`config.mk`:
```
export PLATFORM = sky130hd
export DESIGN_NAME = stream_accumulator
export DESIGN_NICKNAME = d
export VERILOG_FILES = /design/src/rtl/stream_accumulator_pkg.sv /design/src/rtl/stream_accumulator_add16_core.sv /design/src/rtl/stream_accumulator.sv
export SDC_FILE = /design/constraint.sdc
export NUM_CORES = 1
export LEC_CHECK = 0
export ABC_AREA = 0
export BUFFER_PORTS_ARGS = -buffer_cell sky130_fd_sc_hd__clkbuf_2
export CAP_MARGIN = 10
export CORE_AREA = 2 2 75 77
export CTS_BUF_LIST = sky130_fd_sc_hd__clkbuf_8
export CTS_CLUSTER_DIAMETER = 40
export DETAILED_ROUTE_END_ITERATION = 10
export DIE_AREA = 0 0 77 79
export GPL_ROUTABILITY_DRIVEN = 1
export HOLD_SLACK_MARGIN = 0.1
export PLACE_DENSITY = 0.72
export SLEW_MARGIN = 20
export SYNTH_ARGS = -nofsm -noshare
export SYNTH_HDL_FRONTEND = slang
export SYNTH_SLANG_ARGS = --single-unit
```
`constraint.sdc`:
```
create_clock -name Clk -period 13.4 [get_ports Clk]
set_input_delay 2.68 -clock Clk [delete_from_list [all_inputs] [get_ports Clk]]
set_output_delay 2.68 -clock Clk [all_outputs]
set_load 0.05 [all_outputs]
```
`src/rtl/stream_accumulator_pkg.sv`:
```
// Shared constants for the stream accumulator: operand width and FSM state encoding.
package stream_accumulator_pkg;

  localparam int DATA_W = 16;

  typedef enum logic [1:0] {
    IDLE  = 2'b00,
    ACCUM = 2'b01,
    DONE  = 2'b10
  } state_e;

endpackage

```
`src/rtl/stream_accumulator_add16_core.sv`:
```
// Combinational 16-bit ripple-carry adder; the block's critical path.
module add16_core
  import stream_accumulator_pkg::*;
(
  input  logic [DATA_W-1:0] a,
  input  logic [DATA_W-1:0] b,
  input  logic              cin,
  output logic [DATA_W-1:0] sum,
  output logic              cout
);

  always_comb begin
    logic c;
    c   = cin;
    sum = '0;
    for (int i = 0; i < DATA_W; i++) begin
      sum[i] = a[i] ^ b[i] ^ c;
      c      = (a[i] & b[i]) | (c & (a[i] ^ b[i]));
    end
    cout = c;
  end

endmodule

```
`src/rtl/stream_accumulator.sv`:
```
// Folds a valid/ready operand stream into a 16-bit sum plus saturating carry and
// operand counters, presenting {carries, sum} once the last operand is absorbed.
module stream_accumulator
  import stream_accumulator_pkg::*;
#(
  parameter int CNT_W = 8
) (
  input  logic              Clk,
  input  logic              Reset_n,
  input  logic [DATA_W-1:0] In_Data,
  input  logic              In_Valid,
  input  logic              In_Last,
  output logic              In_Ready,
  output logic [DATA_W-1:0] Out_Sum,
  output logic [CNT_W-1:0]  Out_Carries,
  output logic [CNT_W-1:0]  Out_Count,
  output logic              Out_Overflow,
  output logic              Out_Valid,
  input  logic              Out_Ready
);

  state_e state_q, state_d;

  logic [DATA_W-1:0] acc_p1;
  logic [CNT_W-1:0]  carries_p1;
  logic [CNT_W-1:0]  count_p1;
  logic              ovf_p1;

  logic [DATA_W-1:0] add_sum;
  logic              add_cout;
  logic              in_xfer;
  logic              out_xfer;
  logic              sat_hit;

  function automatic logic [CNT_W-1:0] sat_inc(input logic [CNT_W-1:0] v, input logic inc);
    if (inc && (v != {CNT_W{1'b1}}))
      return v + 1'b1;
    return v;
  endfunction

  add16_core u_add (
    .a    (acc_p1),
    .b    (In_Data),
    .cin  (1'b0),
    .sum  (add_sum),
    .cout (add_cout)
  );

  always_comb begin
    state_d   = state_q;
    In_Ready  = 1'b0;
    Out_Valid = 1'b0;
    case (state_q)
      IDLE, ACCUM: begin
        In_Ready = 1'b1;
        if (In_Valid)
          state_d = In_Last ? DONE : ACCUM;
      end
      DONE: begin
        Out_Valid = 1'b1;
        if (Out_Ready)
          state_d = IDLE;
      end
      default: state_d = IDLE;
    endcase
  end

  assign in_xfer  = In_Valid & In_Ready;
  assign out_xfer = Out_Valid & Out_Ready;
  // A counter already at all-ones that is asked to increment marks the group as overflowed.
  assign sat_hit  = (add_cout && (carries_p1 == {CNT_W{1'b1}})) || (count_p1 == {CNT_W{1'b1}});

  always_ff @(posedge Clk or negedge Reset_n) begin
    if (!Reset_n) begin
      state_q <= IDLE;
    end else begin
      state_q <= state_d;
    end
  end

  // Stage p1: accumulator, counters and overflow flag, cleared when the result is taken
  always_ff @(posedge Clk or negedge Reset_n) begin
    if (!Reset_n) begin
      acc_p1     <= '0;
      carries_p1 <= '0;
      count_p1   <= '0;
      ovf_p1     <= 1'b0;
    end else if (out_xfer) begin
      acc_p1     <= '0;
      carries_p1 <= '0;
      count_p1   <= '0;
      ovf_p1     <= 1'b0;
    end else if (in_xfer) begin
      acc_p1     <= add_sum;
      carries_p1 <= sat_inc(carries_p1, add_cout);
      count_p1   <= sat_inc(count_p1, 1'b1);
      ovf_p1     <= ovf_p1 | sat_hit;
    end
  end

  assign Out_Sum      = acc_p1;
  assign Out_Carries  = carries_p1;
  assign Out_Count    = count_p1;
  assign Out_Overflow = ovf_p1;

endmodule

```
==> out/results.txt, run 1 <==
The run finished with clean final reports. In this design, the stage delay of the slowest critical-path cell is 0.53 ns. For the register-to-register path setup slack, the log shows 6.29 ns. The number of buffers on the longest clock path is 2. The instance count after placement with tap cells included came out at 329. Summed over all failing endpoints, the final setup total negative slack is 0 ns.

Among all stages on the critical path, the largest delay is contributed by or4b_1. Power spread over the standard cell area amounts to 233.2 nW/um2. In this design, the critical path's most frequently occurring cell is fa_1.

The run gives 0 as the setup violation total in the final timing report. Measured along the x axis, the die boundary spans 77 um. The tools report the number of global-route vias before repair as 1571. The detail route stage leaves a number of antenna-violating nets equal to 0. Port buffering added 55 buffers. For this block, the via count after detailed routing is 1609.

The post-synthesis net count is 249, and the routability congestion estimate is 0.8023. Static timing analysis puts the maximum clock frequency at 108.6 MHz. The multi-input combinational cells in the finished layout cover a total of 989.7 um2. The first detailed-routing pass took 4 iterations. The post-route non-filler standard cell count came out at 337.

The layout cell share with drive strength beyond 1 was 0.2453; the initial detailed-routing violation count was 53. The type of element capturing the critical path was a flip-flop. The worst setup margin came out at 4.193 ns. The tree is rooted in a clkbuf_8. The relative slew slack is 0.3578. The run gives 0 as the number of endpoints with negative hold slack in the final report. The run gives 5 as the CTS buffer count.

The later pin in the worst-skew pair is clocked with a latency of 0.29 ns. The starting utilization of the core area was 0.3812. After detailed routing, the number of remaining DRC violations is 0.

The tools report the maximum number of pins on one net before global-route repair as 36. The worst setup path is launched from a primary input. In this run the number of H-tree levels came out at 2. The number of antenna violations at the first check in global routing is 0, and the number of top-level pins is 56. The sequential cells in the finished layout cover a total of 875.8 um2. The setup path with the least slack is of type in2reg. The first global-routing pass estimated 7.355 mm of wire.

Detailed placement finished with a half-perimeter wire length of 3.060 mm. The flip-flop and latch count after synthesis works out to 35. The length in cells of the worst reg-to-reg path was 26. The layout has 543 filler cells. Combined area of all synthesized cells: 2034 um2. The floorplan step defined a die boundary enclosing 6083 um2. The origin of the worst setup path was In_Data[0].

After synthesis, the netlist uses 36 different library cells. The run gives 0 as the number of buffers inserted by post-CTS setup repair. TritonCTS built the clock tree. For this design the static power due to leakage is 1.245 nW. The fraction of the cycle the final worst path needs was 0.6871; the average detailed-routed wire length per instance was 12.18 um.

The proportion of synthesized chip area in sequential cells was 0.4305. Each instance of the synthesized netlist takes up on average 9.688 um2. The worst flop-to-flop path endpoint was Out_Carries[6]. For the max-slew violation count, the log shows 0.

Buffers inserted to repair hold after CTS numbered 0. VDD sags by at most 0.0001170 V. The transition time of the tightest slew-check pin came out at 0.9634 ns. Setup repair after global routing left no endpoint under its margin. Synthesis produced a netlist whose cell count is 210.

The run gives 35 as the CTS sink count. The critical path capture point is Out_Carries[6]. The worst hold path belongs to the class reg2reg.

Data on the critical path is required at its endpoint by 13.58 ns. The number of diodes added for antenna fixing was 0. Global routing finished with a remaining overflow of 0.

After clock tree synthesis, the repair step resized 0 gates. The average via count per standard cell is 4.774. After detailed placement, the total cell area comes to 2359 um2. Max-cap violations in this run came to 0.

The final layout contains routed wiring with a total length of 4.104 mm. The clock slew at the register clock pins of the worst setup and hold paths is 0.07 ns, and the area growth from synthesis to layout is 22.63%. After routing the design area is 2495 um2. The floorplan step set the die height to 79 um.

The worst path needs 9.207 ns of the cycle, external delays included. The worst setup slack before clock tree synthesis was 3.869 ns; the number of nets in the final layout was 303. For the worst setup path, the data arrival time is 9.39 ns. The floorplan row count came out at 27.

Of all nets on the critical path, the largest fanout is 4. The core region area is 5338 um2. The launching point of the worst reg2reg path was Out_Sum[0]. During synthesis, Yosys emitted a total of 0 warnings. The logs give 0.005320 ns for the maximum clock skew at final layout and 0.1530 for the overall global routing resource usage.
## flip-flops by register name, summed over array words and instances (netlist names)
register,count
Out_Carries,8
Out_Sum,16
Out_Overflow,1
Out_Count,8
state_q,2
## synthesized netlist by cell type (all sizes together)
cell type,number,area share
and2b,1,0.0037
a22o,1,0.0043
a2111oi,1,0.0074
nand4,2,0.0061
nand2b,1,0.0031
o31ai,5,0.018
and4,1,0.0043
clkbuf,4,0.0074
and3,3,0.0092
nand2,18,0.033
nor3,4,0.0098
fa,15,0.15
or4b,1,0.0049
dfrtp,35,0.43
ha,3,0.018
xor2,2,0.0086
o21ai,2,0.010
nand3,4,0.0098
buf,4,0.013
nor2,30,0.055
or4,1,0.0037
xnor2,2,0.0086
o21bai,1,0.0037
a21oi,15,0.037
inv,34,0.063
a211oi,7,0.026
and2,1,0.0031
mux2i,3,0.015
o22ai,1,0.0031
nand4bb,1,0.0055
a211o,1,0.0043
nor2b,2,0.0061
o311a,1,0.0049
o211ai,3,0.011
## cell families after synthesis
logic type	share of synthesized area
compound gates	0.1304
xor+xnor	0.01722
fa+ha+maj	0.1661
buf+inv	0.08302
flops	0.4305
mux	0.01476
simple gates	0.1581
## layout by cell type, fill, tap and decap left out
cell type / Yosys / layout
nand3_1: 4 / 4
nand4bb_1: 1 / 1
and4_1: 1 / 1
xor2_1: 2 / 2
or4_1: 1 / 1
nor3_1: 4 / 4
and3_1: 3 / 3
clkinvlp_4: 0 / 1
ha_1: 3 / 3
o21bai_1: 1 / 1
o211ai_1: 3 / 3
o21ai_4: 1 / 1
and2b_1: 1 / 1
a2111oi_2: 1 / 1
nor2b_1: 2 / 2
and2_1: 1 / 1
nand2_1: 18 / 18
bufinv_16: 0 / 2
xnor2_1: 2 / 2
clkbuf_8: 0 / 5
nor2_1: 30 / 30
dfrtp_1: 35 / 35
or4b_1: 1 / 1
clkbuf_2: 0 / 55
o311a_1: 1 / 1
nand4_1: 2 / 2
inv_1: 34 / 34
o22ai_1: 1 / 1
nand2b_1: 1 / 1
fa_1: 15 / 15
mux2i_1: 3 / 3
o21ai_0: 1 / 1
a211oi_1: 7 / 7
o31ai_1: 5 / 5
a211o_1: 1 / 1
a22o_1: 1 / 1
a21oi_1: 15 / 15
## metrics by stage
stage | total power (W) | util | hold WS [ns]
final | 0.0005818 | 0.4674 | 0.5048
after CTS | 0.0005902 | 0.4674 | 0.5075
after global placement | 0.0004635 | 0.4419 | 0.4717
after global routing | 0.0006271 | 0.4674 | 0.5212
after detailed placement | 0.0004744 | 0.4419 | 0.4850
after floorplan | 0.0004023 | - | 0.4524
## area by class of cell
class	count	share of cell area
Inverter	34	0.05115
Clock inverter	3	0.02708
Sequential cell	35	0.3511
Multi-Input combinational cell	133	0.3967
Timing Repair Buffer	55	0.1103
Tap cell	72	0.03611
Clock buffer	5	0.02758
## worst min-delay path by stage
stage / depth (start not counted) / endpoint / start
after detailed placement: 1 / state_q[1] / state_q[0]
after CTS: 1 / state_q[1] / state_q[0]
after floorplan: 1 / state_q[1] / state_q[0]
final: 1 / state_q[1] / state_q[0]
after global routing: 1 / state_q[1] / state_q[0]
after global placement: 1 / state_q[1] / state_q[0]
## per-layer routing
layer | vias to the layer above | wire length (um) | global-route usage
met5 | - | 0 | 0
met4 | 0 | 39 | 0.04821
met3 | 4 | 211 | 0.03977
met2 | 39 | 1971 | 0.2570
met1 | 767 | 1882 | 0.1950
li1 | 799 | - | -
## critical path: cells and delay by family
family        cells  cell delay [ns]
fa+ha+maj        16             5.17
simple gates      3             1.01
buf+inv           8             0.52
## power breakdown
group	internal, W	switching [W]
sequential	0.000141	0.0000353
clock	0.0000742	0.0000393
combinational	0.0000822	0.000210
Power figures use the tool's default switching activity.
==> inputs of run 2 (changes only) <==
Settings changed: ABC_AREA 0 to 1, CORE_AREA 2 2 75 77 to 2 2 77 79, DIE_AREA 0 0 77 79 to 0 0 79 81, PLACE_DENSITY 0.72 to 0.74.
Clock period 13.4 ns to 7.4 ns, I/O delays scaled along.
==> run 2 against run 1 <==
Effect of this change: flip-flop and latch count unchanged; combinational power grew 88%; clock skew about the same; routed wire length grew 13%; critical path type unchanged; highest routed layer unchanged.
==> out/results.txt, run 2 <==
For the pin with the worst max-slew slack, the measured transition is 0.8907 ns. The netlist uses 23 different library cells. Summing every instance area after synthesis gives 2147 um2. In this run the core area contains 28 standard-cell rows. The clock arrives with 0.005217 ns of skew. Category of the most critical setup path: in2reg. The internal power component is 0.0004693 W.

The relative contribution of sequential cells to total power came out at 0.313. The flow ran to the end, and the final reports show no timing, DRC or antenna violations. The startpoint identified for the worst hold timing path is state_q[0]. The tools report the number of global-route vias before repair as 1824. The worst flop-to-flop path endpoint was Out_Carries[4]. The number of filler cells placed in the layout was 585.

The average instance area after synthesis is 8.623 um2. Port buffering added 55 buffers. The fraction of synthesized cell area taken by the top area cell type was 0.4079. Across the VDD grid, the largest voltage drop is 0.0001889 V. Once detail routing completed, the nets flagged for antenna violations numbered 0.

Along the worst path, the maximum fanout reaches 5. The CTS buffer count was 5. The kind of cell with the highest combined delay along the critical path is adder cells. For this design, the CTS-stage hold fixing added 0 buffers. The floorplan step set the die width to 79 um.

The switching part of the total power is 0.5223. The cell count after synthesis came out at 249. Setup total negative slack on the finished layout was measured at 0 ns.

Average detailed-routed wire length per instance: 12.15 um. In this run the static leakage power is 1.382 nW. 56 I/O pins were placed. The initial detailed-routing violation count came out at 118. Ranked by total cell area, the synthesized netlist is headed by dfrtp_1, fa_1, nand2_1. The routability congestion estimate was 0.8562; the clock slew at the register clock pins of the worst setup and hold paths was 0.07 ns.

By instance count, the cell type seen most on the critical path is fa_2. The longest individual stage delay on the worst path was 0.37 ns; the number of remaining DRC errors was 0. The highest achievable clock rate came out at 139.4 MHz. The tools report the setup violation total in the final timing report as 0. The run gives 0.558 as the logic gate share of total power. In this run the critical register-to-register path is launched from Out_Sum[0]. The data required time at the worst endpoint was 7.62 ns; the CTS sink count was 35. The number of buffer and inverter stages on the critical path is 9, and the first-pass GRT wire length is 8.176 mm. After synthesis, the most frequently instantiated cells are nand2_1, inv_1, dfrtp_1, nand3_1. For the number of detailed-routing iterations run before antenna repair, the log shows 4. For this block, the routed nets add up to 4.628 mm of wire. Yosys mapped a number of flops with a built-in enable equal to 0. The worst register-to-register path has a depth of 28.

Among all flip-flop cells after synthesis, the most frequent one is dfrtp_1. In this run the power spent charging and discharging nets is 0.0005130 W. The die covers 6399 um2. Post-route minimum period: 7.171 ns.

TritonCTS built the clock tree. The max-slew violation count was 0. Of all cell types, the one taking the most synthesized area is dfrtp_1. After the last flow step, the layout net total stands at 346.

Detailed placement finished with a half-perimeter wire length of 3.396 mm. The repair_antennas step left the layout with diodes totalling 0. The Yosys step of the flow raised 0 warnings. The most common cell in the netlist was nand2_1. Leaving out fill and tap cells, the most frequent cells in the layout are nand2_1, clkbuf_2, inv_1. The number of endpoints with negative hold slack in the final report is 0, and the post-synthesis net count is 288. The register-to-register path setup slack was 1.10 ns; the flip-flop and latch count after synthesis was 35. Entering global routing, the biggest net connects 36 pins.

The register with the most flip-flops in the layout has 16 of them. The clock latency of the later-clocked register in the worst-skew pair came out at 0.28 ns. STA classifies the critical path endpoint as a flip-flop. The share of synthesized registers carrying an async set or reset came out at 1.000. The total number of H-tree levels was 2.

The overall global routing resource usage is 0.1606. The area growth from synthesis to layout works out to 20.75%. The worst hold path terminates at state_q[1]. The floorplan step defined a core boundary enclosing 5675 um2.

Vias after detailed routing: 1765. In this run the worst setup path begins at In_Data[0]. The number of stages on the worst hold path is 1. The tool flagged a number of max-cap violations equal to 0.

In the routed layout, each cell is associated on average with a via count of 4.633. The layout cell share with drive strength beyond 1 is 0.2974. Clock root buffer master: clkbuf_8. For the starting utilization of the core area, the log shows 0.3783. The completed layout was analyzed and its total power is 0.0009823 W. The fraction of the cycle the final worst path needs is 0.9691, and the vertical die dimension is 81 um. Leaving out fill and tap cells, the most frequent cell in the layout is nand2_1.

For the arrival time at the worst endpoint, the log shows 7.39 ns. The type of element launching the critical path is a primary input. The proportion of synthesized chip area in sequential cells came out at 0.4079.

Number of antenna violations at the first check in global routing: 0. Fraction of power consumed by the clock network: 0.129. Cell with the biggest individual delay on the critical path: fa_1. The overflow left after global routing is 0. The relative slew slack came out at 0.4062.

The type of the most critical hold path was reg2reg. In this run the power density over the cells is 378.9 nW/um2. The number of buffers on the longest clock path is 2.
## run 2: cell count changes after synthesis, moves of 7 or more
cell,change
a21oi_1,-15
a211oi_1,-7
o22ai_1,+11
nor2_1,-15
nand3_1,+17
nand2_1,+43
inv_1,+15
## run 2: power groups by stage
stage	combinational, W	clock (W)	sequential, W
finish	0.000548	0.000127	0.000308
global route	0.000603	0.000139	0.000319
CTS	0.000550	0.000133	0.000308
detailed placement	0.000545	0	0.000312
global placement	0.000529	0	0.000310
floorplan	0.000209	0	0.000513
## run 2: cell type report
type,count,area [um2],area share
clock buffer,5,68.82,0.02654
clock inverter,1,3.754,0.001448
inverter,51,191.4,0.07384
multi-input combinational,158,1076,0.4151
sequential,35,875.8,0.3378
tap,75,93.84,0.03620
timing repair buffer,56,282.8,0.1091
## run 2: logic make-up after synthesis
logic type / share of synthesized area
buf+inv: 0.1090
xor+xnor: 0.008160
compound gates: 0.07576
simple gates: 0.2418
flops: 0.4079
fa+ha+maj: 0.1573
## run 2: metal layers
layer,GRT usage,part of all wire,up-vias
li1,-,-,883
met1,0.1986,0.42,834
met2,0.2856,0.53,42
met3,0.02778,0.037,6
met4,0.05345,0.010,0
met5,0,0,-
## run 2: timing repair
| action | CTS | global route |
|---|---|---|
| buffers inserted | 0 | 0 |
| cloned | 1 | 0 |
| endpoints found under the setup margin | 7 | 9 |
| resized for setup | 2 | 6 |
## run 2: worst max path at each step
stage	to	slack, ns	cells after the start
floorplan	Out_Carries[6]	0.0006	29
global placement	Out_Carries[6]	-0.22	30
detailed placement	Out_Carries[3]	-0.39	30
CTS	Out_Carries[3]	0.05	30
global route	Out_Carries[6]	-0.01	30
finish	Out_Carries[4]	0.23	29
## run 2: metrics by stage
stage	util	setup WS (ns)	instances	instance area (um2)	hold WS, ns
3_5_place_dp	0.4385	-0.3863	374	2489	0.5116
4_1_cts	0.4537	0.04976	381	2575	0.5226
3_3_place_gp	0.4385	-0.2190	374	2489	0.5084
6_report	0.4568	0.2289	381	2592	0.5190
5_1_grt	0.4568	-0.01371	381	2592	0.5369
2_1_floorplan	-	0.0005564	249	2155	0.4775
